==> src/rtl/mdr_mem_port_if.sv <==
// Bus between mdr_mem_port, the control unit and the memory subsystem.
// The slave modport is the data-path block; master is the control/memory side.
interface mdr_mem_port_if #(
   parameter int DATA_W = 32,
   parameter int ADDR_W = 32
);
   logic [DATA_W-1:0] busMuxOut;
   logic              mar_in;
   logic              mdr_in;
   logic              mem_rd;
   logic              mem_wr;
   logic              mem_ack;
   logic [DATA_W-1:0] mem_rdata;
   logic              mem_req;
   logic              mem_we;
   logic [ADDR_W-1:0] mem_addr;
   logic [DATA_W-1:0] mem_wdata;
   logic [DATA_W-1:0] mdr_q;
   logic [ADDR_W-1:0] mar_q;
   logic              busy;
   logic              done;
   logic              err;

   modport slave (
      input  busMuxOut, mar_in, mdr_in, mem_rd, mem_wr, mem_ack, mem_rdata,
      output mem_req, mem_we, mem_addr, mem_wdata, mdr_q, mar_q, busy, done, err
   );

   modport master (
      output busMuxOut, mar_in, mdr_in, mem_rd, mem_wr, mem_ack, mem_rdata,
      input  mem_req, mem_we, mem_addr, mem_wdata, mdr_q, mar_q, busy, done, err
   );
endinterface

==> src/rtl/mdr_mem_port.sv <==
// MAR/MDR data path with a memory request/acknowledge FSM.
// Optional ack timeout is enabled by defining MDR_MEM_TIMEOUT_EN.
module mdr_mem_port #(
   parameter int DATA_W  = 32,
   parameter int ADDR_W  = 32,
   parameter int TIMEOUT = 15
) (
   input  logic            clk,
   input  logic            clr,
   mdr_mem_port_if.slave   bus_io
);
   localparam logic [2:0] S_IDLE    = 3'd0;
   localparam logic [2:0] S_RD_WAIT = 3'd1;
   localparam logic [2:0] S_WR_WAIT = 3'd2;
   localparam logic [2:0] S_DONE    = 3'd3;
   localparam logic [2:0] S_ERR     = 3'd4;

   logic [2:0]        state_q, state_d;
   logic [ADDR_W-1:0] mar_q, mar_d;
   logic [DATA_W-1:0] mdr_q, mdr_d;
   logic              req_q, we_q, busy_q, done_q;
   logic [ADDR_W-1:0] bus_addr;
   logic              start;
   logic              in_wait;

   // MAR takes the low bus bits, zero-filled when the address is wider than the bus.
   genvar gi;
   generate
      for (gi = 0; gi < ADDR_W; gi++) begin : g_addr_bit
         if (gi < DATA_W) begin : g_bus
            assign bus_addr[gi] = bus_io.busMuxOut[gi];
         end else begin : g_zero
            assign bus_addr[gi] = 1'b0;
         end
      end
   endgenerate

   assign start   = (state_q == S_IDLE) && (bus_io.mem_rd || bus_io.mem_wr);
   assign in_wait = (state_q == S_RD_WAIT) || (state_q == S_WR_WAIT);

`ifdef MDR_MEM_TIMEOUT_EN
   localparam logic [7:0] CNT_LAST = 8'(TIMEOUT - 1);

   logic [7:0] cnt_q, cnt_d;
   logic       err_q, err_d;
   logic       expired;

   // Expiry is only reached on an edge without ack, so a late ack still wins.
   assign expired = in_wait && !bus_io.mem_ack && (cnt_q == CNT_LAST);

   always_comb begin
      cnt_d = cnt_q;
      err_d = err_q;
      if (start) begin
         cnt_d = 8'd0;
         err_d = 1'b0;
      end else if (expired) begin
         err_d = 1'b1;
      end else if (in_wait && !bus_io.mem_ack) begin
         cnt_d = cnt_q + 8'd1;
      end
   end

   always_ff @(posedge clk or posedge clr) begin
      if (clr) begin
         cnt_q <= 8'd0;
         err_q <= 1'b0;
      end else begin
         cnt_q <= cnt_d;
         err_q <= err_d;
      end
   end

   assign bus_io.err = err_q;
`else
   logic expired;

   assign expired    = 1'b0;
   assign bus_io.err = 1'b0;
`endif

   always_comb begin
      state_d = state_q;
      mar_d   = mar_q;
      mdr_d   = mdr_q;
      case (state_q)
         S_IDLE: begin
            // Loads land on the same edge as the request, so the transfer sees them.
            if (bus_io.mar_in) mar_d = bus_addr;
            if (bus_io.mdr_in) mdr_d = bus_io.busMuxOut;
            if (bus_io.mem_rd)      state_d = S_RD_WAIT;
            else if (bus_io.mem_wr) state_d = S_WR_WAIT;
         end
         S_RD_WAIT: begin
            if (bus_io.mem_ack) begin
               mdr_d   = bus_io.mem_rdata;
               state_d = S_DONE;
            end else if (expired) begin
               state_d = S_ERR;
            end
         end
         S_WR_WAIT: begin
            if (bus_io.mem_ack)  state_d = S_DONE;
            else if (expired)    state_d = S_ERR;
         end
         S_DONE:  state_d = S_IDLE;
         S_ERR:   state_d = S_IDLE;
         default: state_d = S_IDLE;
      endcase
   end

   always_ff @(posedge clk or posedge clr) begin
      if (clr) begin
         state_q <= S_IDLE;
         mar_q   <= '0;
         mdr_q   <= '0;
         req_q   <= 1'b0;
         we_q    <= 1'b0;
         busy_q  <= 1'b0;
         done_q  <= 1'b0;
      end else begin
         state_q <= state_d;
         mar_q   <= mar_d;
         mdr_q   <= mdr_d;
         req_q   <= (state_d == S_RD_WAIT) || (state_d == S_WR_WAIT);
         we_q    <= (state_d == S_WR_WAIT);
         busy_q  <= (state_d != S_IDLE);
         done_q  <= (state_d == S_DONE);
      end
   end

   assign bus_io.mem_req   = req_q;
   assign bus_io.mem_we    = we_q;
   assign bus_io.busy      = busy_q;
   assign bus_io.done      = done_q;
   assign bus_io.mem_addr  = mar_q;
   assign bus_io.mem_wdata = mdr_q;
   assign bus_io.mdr_q     = mdr_q;
   assign bus_io.mar_q     = mar_q;
endmodule

==> src/flat_wrapper.sv <==
// flat-port wrapper written by rule: the top's interface ports become plain ports
module mdr_mem_port_flat 
#(
   parameter int DATA_W  = 32,
   parameter int ADDR_W  = 32,
   parameter int TIMEOUT = 15
)
  (clk, clr, bus_io_busMuxOut, bus_io_mar_in, bus_io_mdr_in, bus_io_mem_rd, bus_io_mem_wr, bus_io_mem_ack, bus_io_mem_rdata, bus_io_mem_req, bus_io_mem_we, bus_io_mem_addr, bus_io_mem_wdata, bus_io_mdr_q, bus_io_mar_q, bus_io_busy, bus_io_done, bus_io_err);
  mdr_mem_port_if #(.DATA_W(DATA_W), .ADDR_W(ADDR_W)) bus_io_i ();
  input  logic clk;
  input  logic clr;
  input wire logic [$bits(bus_io_i.busMuxOut)-1:0] bus_io_busMuxOut;
  input wire logic [$bits(bus_io_i.mar_in)-1:0] bus_io_mar_in;
  input wire logic [$bits(bus_io_i.mdr_in)-1:0] bus_io_mdr_in;
  input wire logic [$bits(bus_io_i.mem_rd)-1:0] bus_io_mem_rd;
  input wire logic [$bits(bus_io_i.mem_wr)-1:0] bus_io_mem_wr;
  input wire logic [$bits(bus_io_i.mem_ack)-1:0] bus_io_mem_ack;
  input wire logic [$bits(bus_io_i.mem_rdata)-1:0] bus_io_mem_rdata;
  output wire logic [$bits(bus_io_i.mem_req)-1:0] bus_io_mem_req;
  output wire logic [$bits(bus_io_i.mem_we)-1:0] bus_io_mem_we;
  output wire logic [$bits(bus_io_i.mem_addr)-1:0] bus_io_mem_addr;
  output wire logic [$bits(bus_io_i.mem_wdata)-1:0] bus_io_mem_wdata;
  output wire logic [$bits(bus_io_i.mdr_q)-1:0] bus_io_mdr_q;
  output wire logic [$bits(bus_io_i.mar_q)-1:0] bus_io_mar_q;
  output wire logic [$bits(bus_io_i.busy)-1:0] bus_io_busy;
  output wire logic [$bits(bus_io_i.done)-1:0] bus_io_done;
  output wire logic [$bits(bus_io_i.err)-1:0] bus_io_err;
  assign bus_io_i.busMuxOut = bus_io_busMuxOut;
  assign bus_io_i.mar_in = bus_io_mar_in;
  assign bus_io_i.mdr_in = bus_io_mdr_in;
  assign bus_io_i.mem_rd = bus_io_mem_rd;
  assign bus_io_i.mem_wr = bus_io_mem_wr;
  assign bus_io_i.mem_ack = bus_io_mem_ack;
  assign bus_io_i.mem_rdata = bus_io_mem_rdata;
  assign bus_io_mem_req = bus_io_i.mem_req;
  assign bus_io_mem_we = bus_io_i.mem_we;
  assign bus_io_mem_addr = bus_io_i.mem_addr;
  assign bus_io_mem_wdata = bus_io_i.mem_wdata;
  assign bus_io_mdr_q = bus_io_i.mdr_q;
  assign bus_io_mar_q = bus_io_i.mar_q;
  assign bus_io_busy = bus_io_i.busy;
  assign bus_io_done = bus_io_i.done;
  assign bus_io_err = bus_io_i.err;
  mdr_mem_port #(.DATA_W(DATA_W), .ADDR_W(ADDR_W), .TIMEOUT(TIMEOUT)) u_core (.clk(clk), .clr(clr), .bus_io(bus_io_i));
endmodule
==> config.mk <==
export PLATFORM = sky130hd
export DESIGN_NAME = mdr_mem_port_flat
export DESIGN_NICKNAME = d
export VERILOG_FILES = /design/src/rtl/mdr_mem_port_if.sv /design/src/rtl/mdr_mem_port.sv /design/src/flat_wrapper.sv
export SDC_FILE = /design/constraint.sdc
export NUM_CORES = 1
export LEC_CHECK = 0
export CORE_MARGIN = 5
export CORE_UTILIZATION = 35
export CTS_CLUSTER_DIAMETER = 50
export DETAILED_ROUTE_END_ITERATION = 8
export PLACE_DENSITY = 0.77
export SLEW_MARGIN = 30
export SYNTH_ARGS = -nofsm -noshare
export SYNTH_HDL_FRONTEND = slang
export SYNTH_SLANG_ARGS = --single-unit
==> constraint.sdc <==
create_clock -name clk -period 2.8 [get_ports clk]
set_input_delay 0.84 -clock clk [delete_from_list [all_inputs] [get_ports clk]]
set_output_delay 0.84 -clock clk [all_outputs]
set_load 0.005 [all_outputs]
==> flow_summary.toml, run 1 <==
[clocking]
cts_resized = 0
clockRootBuffer = "clkbuf_8"
cts-buffers-inserted = 9
clk_pin_slew_ns = 0.08
h-tree-depth = 3
clock_latency_ns = 0.33
cts-hold-fix-buffers = 0
clk_path_buf_depth = 2
cts_setup_buffers = 0
tritoncts = "built"
clock-sinks = 71

[floorplan]
initial_core_util_pct = 35.5
fp.dieW_um = 112
rows = 37
coreArea_mm2 = 0.0102
dieArea_mm2 = 0.0125
dieHeight_um = 112
io_pins = 204

[setup_path]
slowest_delay_ns = 0.53
crit_slowest_cell = "clkdlybuf4s50_1"
cp.arrival_ns = 1.25
worstPathRequired_ns = 1.96
crit_buf_inv = 1
critical_path_peak_fanout = 3
crit_chain = "clkdlybuf4s50_1"
cp_top_family = "buffers and inverters"
worstSetupPathType = "register to output pin"
cp-end-kind = "output pin"
critPathLaunchType = "register"

[yosys]
synth_top_area_share_pct = 49.1
synth_area_leader_cell = "dfrtp_1"
synthCells = 267
yosys_register_bits = 71
netlist_area_mm2 = 0.00362
ys_seq_area_share_pct = 49.1
avgSynthCellArea_um2 = 13.5
ys.warnings.count = 0
synth_area_leaders = "dfrtp_1 49%, mux2_2 28%, buf_4 14%"
synth_cell_types = 25

[timing]
layout_min_cycle_time_ns = 2.09
fin_crit_sh_pct = 74.7
relSlewSlack_pct = 61.1
hold_viol = 0
maxSlewViolCount = 0
setup_viol_count_final = 0
setup_ws_ns = 0.708
max_freq_ghz = 0.478
clock_skew_ns = 0.0151
fin_tns_setup_ns = 0
worstMarginPinSlew_ns = 0.584
rsz0062_at_grt = "false"

[status]
outcome = "completed"

[pwr]
ir_worst_vdd_mv = 0.305
cellPowerDensity_mw_per_mm2 = 732
p_leak_nw = 2.17

[min_path]
hold_class = "register to register"

[drt]
routed_via_density = 4.49
postRouteAntennaNets = 0
drt_wl_total_um = 9160
wl_per_cell_um = 16.6
drcViolationCount = 0
num_vias = 2471
drtPass1Iterations = 4
drt_iter0_markers = 62

[grt]
grt_remaining_overflow = 0
grt_pass1_wl_um = 14800
grt_pass1_vias = 2776
antenna_found_initial = 0
grt_usage_pct = 14.9
grt_max_degree = 37

[placement]
finalWeightedCongestion = 0.688
port_buffers = 202
preCtsSetupSlack_ns = 0.358
hpwl_um = 7090

[layout]
final_common_cell = "clkdlybuf4s50_1"
drive_above_1_share_pct = 27.8
area_growth_pct = 51.6
n_antenna_cell = 0
mostFrequentLayoutCells = "202 x clkdlybuf4s50_1, 90 x mux2_2, 70 x dfrtp_1"
fin_nets = 480

[flow_run]
maxCapViolations = 0
-- layout make-up --
type,instances,area [um^2]
Tap cell,136,170
Sequential cell,71,1780
Fill cell,889,4700
Multi-Input combinational cell,118,1240
Clock inverter,4,53.8
Inverter,1,3.75
Clock buffer,12,155
Timing Repair Buffer,208,2080
-- path summary, 6_finish.rpt --
| check | startpoint | endpoint | slack (ns) | depth (start not counted) |
|---|---|---|---|---|
| hold reg to reg | u_core.bus_io.mar_q[23] | u_core.bus_io.mar_q[23] | 0.52 | 1 |
| hold / removal | u_core.bus_io.mar_q[23] | u_core.bus_io.mar_q[23] | 0.52 | 1 |
| setup / recovery | u_core.bus_io.mar_q[18] | bus_io_mem_addr[18] | 0.71 | 1 |
| min in group asynchronous | clr | u_core.bus_io.mar_q[13] | 0.92 | 3 |
| max in group asynchronous | clr | u_core.bus_io.mdr_q[30] | 1.53 | 3 |
| setup reg to reg | u_core.state_q[0] | u_core.bus_io.mdr_q[13] | 0.87 | 3 |
-- registers in the layout, indices dropped and copies added, names as in the netlist --
register / cells
u_core.bus_io.busy: 1
u_core.bus_io.mar_q: 32
u_core.bus_io.mdr_q: 32
u_core.state_q: 3
u_core.bus_io.mem_we: 1
u_core.bus_io.mem_req: 1
u_core.bus_io.done: 1
-- metrics by stage --
stage	area [um^2]	std cells	power, mW	utilization [%]	hold WS, ns
final	5480	550	4.01	53.8	0.523
after global routing	5480	550	4.27	53.8	0.545
after CTS	5480	550	4.10	53.8	0.525
after detailed placement	5270	534	3.22	51.8	0.507
after global placement	5270	534	3.18	51.8	0.495
after floorplan	3620	268	2.31	-	0.507
-- cells in the mapped netlist --
cell	instances
inv_1	1
o21ai_0	1
nor3b_1	1
clkbuf_1	2
or2_1	1
conb_1	1
mux2_1	6
nand2_1	1
mux2i_1	1
buf_4	69
a221oi_1	1
nor4b_4	1
xnor2_1	1
nand3b_1	1
a21oi_1	2
o21bai_1	1
buf_2	1
nor2b_1	2
buf_6	6
dfrtp_1	71
o22ai_1	1
nor3_4	1
a211oi_1	1
mux2_2	90
nor2_1	3
-- cell families (layout without fill, tap and decap cells) --
group | Yosys count | after routing | share of synthesized area (%)
muxes | 97 | 97 | 30.2
xor gates and xnor gates | 1 | 1 | 0.242
buffers and inverters | 79 | 225 | 16.6
AOI/OAI and AO/OA | 7 | 7 | 1.25
and+or+nand+nor | 11 | 11 | 2.46
DFF | 71 | 71 | 49.1
other | 1 | 2 | 0.104
-- worst register-to-register path: cells and delay by family, from the launching register on --
kind / cells / cell delay (ns)
muxes: 2 / 0.65
buffers and inverters: 1 / 0.42
DFF: 1 / 0.75
-- power by group --
group | total (mW) | switching (mW) | internal (mW)
registers | 1.53 | 0.232 | 1.29
logic | 1.64 | 0.436 | 1.21
clock network | 0.847 | 0.384 | 0.463
-- per-layer routing --
metal	wire [um]	up-vias	track usage, %
met5	0	-	0
met4	73	0	4.14
met3	765	7	6.14
met2	4800	110	26.1
met1	3510	1224	16.6
li1	-	1130	-
Power figures use the tool's default switching activity.
==> run 2: changes to the inputs <==
--- a/config.mk
+++ b/config.mk
@@ -6,10 +6,10 @@
 export NUM_CORES = 1
 export LEC_CHECK = 0
 export CORE_MARGIN = 5
-export CORE_UTILIZATION = 35
+export CORE_UTILIZATION = 39
 export CTS_CLUSTER_DIAMETER = 50
 export DETAILED_ROUTE_END_ITERATION = 8
-export PLACE_DENSITY = 0.77
+export PLACE_DENSITY = 0.81
 export SLEW_MARGIN = 30
 export SYNTH_ARGS = -nofsm -noshare
 export SYNTH_HDL_FRONTEND = slang
==> constraint.sdc (replaced) <==
create_clock -name clk -period 2.2 [get_ports clk]
set_input_delay 0.66 -clock clk [delete_from_list [all_inputs] [get_ports clk]]
set_output_delay 0.66 -clock clk [all_outputs]
set_load 0.005 [all_outputs]
==> flow_summary.toml, run 2 (same netlist as run 1, synthesis figures left out) <==
[min_path]
min_path_cells = 1
min_to = "u_core.bus_io.mar_q[1]"
hp-start = "u_core.bus_io.mar_q[1]"
hold_class = "register to register"

[floorplan]
rows = 35
io_pins = 204
dieArea_mm2 = 0.0113
coreArea_mm2 = 0.00915
initial_core_util_pct = 39.5
dieHeight_um = 106
fp.dieW_um = 106

[drt]
drt_iter0_markers = 44
postRouteAntennaNets = 0
wl_per_cell_um = 17.1
drcViolationCount = 0
num_vias = 2481
drt_wl_total_um = 9010
drtPass1Iterations = 4
routed_via_density = 4.72

[layout]
final_cell_area_mm2 = 0.00545
area_growth_pct = 50.8
final_common_cell = "clkdlybuf4s50_1"
fin_cells = 526
mostFrequentLayoutCells = "202 x clkdlybuf4s50_1, 90 x mux2_2, 70 x dfrtp_1"
top_regs = "u_core.bus_io.mar_q x32, u_core.bus_io.mdr_q x32, u_core.state_q x3"
drive_above_1_share_pct = 27.5
fin_nets = 482
n_antenna_cell = 0

[status]
outcome = "completed"

[clocking]
cts-hold-fix-buffers = 0
clock_latency_ns = 0.33
clk_path_buf_depth = 2
clockRootBuffer = "clkbuf_8"
clk_pin_slew_ns = 0.07
clock-sinks = 71
cts_resized = 0
tritoncts = "built"
cts_setup_buffers = 0
h-tree-depth = 3
cts-buffers-inserted = 9

[setup_path]
crit_chain = "clkdlybuf4s50_1"
critical_path_depth = 1
crit_slowest_cell = "clkdlybuf4s50_1"
rrSetupSlack_ns = 0.52
cp-end-kind = "output pin"
cp_top_family = "buffers and inverters"
crit_buf_inv = 1
critPathLaunchType = "register"
r2r_end = "u_core.bus_io.mar_q[11]"
reg2reg_depth = 3
worstSetupPathType = "register to output pin"
cp.arrival_ns = 1.24
reg2reg_from = "u_core.state_q[1]"
critical_path_peak_fanout = 3
worstPathRequired_ns = 1.54
slowest_delay_ns = 0.55

[pwr]
p_leak_nw = 2.17
ir_worst_vdd_mv = 0.461
cellPowerDensity_mw_per_mm2 = 909

[grt]
antenna_found_initial = 0
grt_max_degree = 38
grt_remaining_overflow = 0
grt_pass1_vias = 2777
grt_usage_pct = 15.9
grt_pass1_wl_um = 14200

[placement]
placed_cells = 511
finalWeightedCongestion = 0.766
place_area_mm2 = 0.00529
port_buffers = 202
hpwl_um = 6950

[flow_run]
maxCapViolations = 0

[timing]
clock_skew_ns = 0.0132
rsz0062_at_grt = "false"
max_freq_ghz = 0.526
setup_viol_count_final = 0
layout_min_cycle_time_ns = 1.90
maxSlewViolCount = 0
hold_viol = 0
fin_crit_sh_pct = 86.4
fin_tns_setup_ns = 0
[run 2: cell types whose count changed in the layout (fill, tap and decap cells not counted), sizes merged]
cell and delta:
buf +2, clkbuf +2, bufinv -1, clkinvlp -1
inv -1
[run 2: per-stage QoR]
step,util [%],setup slack [ns],hold WS (ns),power [mW]
final,59.6,0.299,0.516,4.96
after CTS,59.6,0.252,0.524,5.05
after floorplan,-,0.574,0.507,2.93
after global placement,57.7,0.0468,0.492,4.06
after detailed placement,57.7,0.00364,0.507,4.12
after global routing,59.6,0.216,0.552,5.25
[run 2: worst max path at each step]
stage	start	to
final	u_core.bus_io.mdr_q[31]	bus_io_mem_wdata[31]
after CTS	u_core.bus_io.mar_q[31]	bus_io_mar_q[31]
after detailed placement	bus_io_mem_ack	u_core.bus_io.mdr_q[16]
after global routing	u_core.bus_io.mar_q[31]	bus_io_mem_addr[31]
after floorplan	bus_io_mar_in	u_core.bus_io.mar_q[3]
after global placement	bus_io_mem_ack	u_core.bus_io.mdr_q[26]
[run 2: layer usage]
metal / part of all wire (%) / vias up / global-route usage, %
li1: - / 1137 / -
met1: 38 / 1199 / 18.1
met2: 51 / 130 / 27.5
met3: 9.4 / 15 / 5.16
met4: 2.0 / 0 / 6.20
met5: 0 / - / 0
[run 2: layout make-up]
type | count | area (um^2)
fillers | 738 | 3700
repair buffers | 210 | 2120
flip-flops and latches | 71 | 1780
multi-input cells | 118 | 1240
clock buffers | 14 | 163
well taps | 111 | 139
inverters | 1 | 7.51
clock inverters | 1 | 5.00
[run 2: power breakdown]
| group | internal (mW) | total (mW) | switching, mW |
|---|---|---|---|
| registers | 1.65 | 1.93 | 0.284 |
| logic | 1.55 | 2.12 | 0.574 |
| clock network | 0.465 | 0.904 | 0.439 |
| total | 3.66 | 4.96 | 1.30 |
==> run 3: changes to the inputs <==
--- a/config.mk
+++ b/config.mk
@@ -5,9 +5,10 @@
 export SDC_FILE = /design/constraint.sdc
 export NUM_CORES = 1
 export LEC_CHECK = 0
-export CORE_MARGIN = 5
+export CORE_MARGIN = 2
 export CORE_UTILIZATION = 39
 export CTS_CLUSTER_DIAMETER = 50
+export CTS_CLUSTER_SIZE = 14
 export DETAILED_ROUTE_END_ITERATION = 8
 export PLACE_DENSITY = 0.81
 export SLEW_MARGIN = 30
==> flow_summary.toml, run 3 (same netlist as run 1, synthesis figures left out) <==
[clocking]
clock_latency_ns = 0.34
cts-buffers-inserted = 9
cts_setup_buffers = 0
clock-sinks = 71
h-tree-depth = 3
cts-hold-fix-buffers = 0
clockRootBuffer = "clkbuf_8"
clk_path_buf_depth = 2
tritoncts = "built"
cts_resized = 0
clk_pin_slew_ns = 0.08

[grt]
grt_max_degree = 72
grt_pass1_wl_um = 13500
grt_pass1_vias = 2598
grt_remaining_overflow = 0
antenna_found_initial = 0
grt_usage_pct = 17.4

[layout]
fin_nets = 482
drive_above_1_share_pct = 28.0
top_regs = "u_core.bus_io.mar_q x32, u_core.bus_io.mdr_q x32, u_core.state_q x3"
area_growth_pct = 50.7
n_antenna_cell = 0
final_common_cell = "clkdlybuf4s50_1"
final_cell_area_mm2 = 0.00545
mostFrequentLayoutCells = "202 x clkdlybuf4s50_1, 90 x mux2_2, 70 x dfrtp_1"

[timing]
hold_viol = 0
clock_skew_ns = 0.0110
setup_viol_count_final = 0
fin_crit_sh_pct = 87.2
fin_tns_setup_ns = 0
maxSlewViolCount = 0
max_freq_ghz = 0.521
rsz0062_at_grt = "false"
layout_min_cycle_time_ns = 1.92

[flow_run]
maxCapViolations = 0

[setup_path]
slowest_delay_ns = 0.54
worstPathRequired_ns = 1.54
crit_buf_inv = 1
critPathLaunchType = "register"
cp.arrival_ns = 1.26
cp-end-kind = "output pin"
cp_top_family = "buffers and inverters"
worstSetupPathType = "register to output pin"
reg2reg_depth = 3
critical_path_peak_fanout = 3
crit_chain = "clkdlybuf4s50_1"
crit_slowest_cell = "clkdlybuf4s50_1"
critical_path_depth = 1

[drt]
drt_iter0_markers = 31
wl_per_cell_um = 16.2
drcViolationCount = 0
drtPass1Iterations = 4
drt_wl_total_um = 8510
num_vias = 2482
postRouteAntennaNets = 0
routed_via_density = 4.72

[pwr]
p_leak_nw = 2.17
ir_worst_vdd_mv = 0.430
cellPowerDensity_mw_per_mm2 = 904

[min_path]
min_path_cells = 1
hold_class = "register to register"

[placement]
place_area_mm2 = 0.00529
finalWeightedCongestion = 0.702
hpwl_um = 6400
port_buffers = 202

[floorplan]
dieHeight_um = 100
initial_core_util_pct = 39.7
fp.dieW_um = 100
dieArea_mm2 = 0.0101
rows = 35
coreArea_mm2 = 0.00911
io_pins = 204

[status]
outcome = "completed"
==> run 3: changes by cell type in the layout (fill, tap and decap cells not counted) <==
cell	delta
clkinvlp_4	+1
clkinv_2	+2
clkbuf_1	-2
clkbuf_8	-1
==> run 3: layout make-up <==
| cell class | instances | area [um^2] |
|---|---|---|
| tap | 111 | 139 |
| multi-input combinational | 118 | 1240 |
| inverter | 1 | 7.51 |
| clock inverter | 4 | 22.5 |
| fill | 767 | 3660 |
| sequential | 71 | 1780 |
| clock buffer | 11 | 141 |
| timing repair buffer | 210 | 2120 |
==> run 3: through the flow <==
| stage | total power, mW | util (%) | cells | setup WS (ns) | hold WS (ns) |
|---|---|---|---|---|---|
| finish | 4.93 | 59.8 | 526 | 0.281 | 0.519 |
| detailed placement | 4.09 | 58.0 | 511 | 0.0255 | 0.509 |
| floorplan | 2.93 | - | 268 | 0.574 | 0.507 |
| global route | 5.23 | 59.8 | 526 | 0.216 | 0.545 |
| CTS | 5.00 | 59.8 | 526 | 0.261 | 0.527 |
| global placement | 4.03 | 58.0 | 511 | 0.0578 | 0.494 |
==> run 3: final timing paths <==
check | startpoint | end | slack (ns)
setup / recovery | u_core.bus_io.mdr_q[31] | bus_io_mem_wdata[31] | 0.28
setup reg to reg | u_core.state_q[1] | u_core.bus_io.mar_q[25] | 0.52
hold / removal | u_core.bus_io.mar_q[1] | u_core.bus_io.mar_q[1] | 0.52
min in group asynchronous | clr | u_core.bus_io.mdr_q[20] | 0.77
max in group asynchronous | clr | u_core.state_q[0] | 1.11
hold reg to reg | u_core.bus_io.mar_q[1] | u_core.bus_io.mar_q[1] | 0.52
==> run 3: metal layers <==
layer	routed length, um	share of wire, %	track usage, %	up-vias
met5	0	0	0	-
met4	116	1.4	6.01	0
met3	618	7.3	4.81	9
met2	4220	50	29.4	119
met1	3550	42	21.3	1218
li1	-	-	-	1136
==> run 3: where the power goes <==
group / total, mW / internal [mW] / switching, mW
Clock: 0.895 / 0.428 / 0.467
Sequential: 1.93 / 1.65 / 0.283
Combinational: 2.10 / 1.54 / 0.557
Total: 4.93 / 3.62 / 1.31
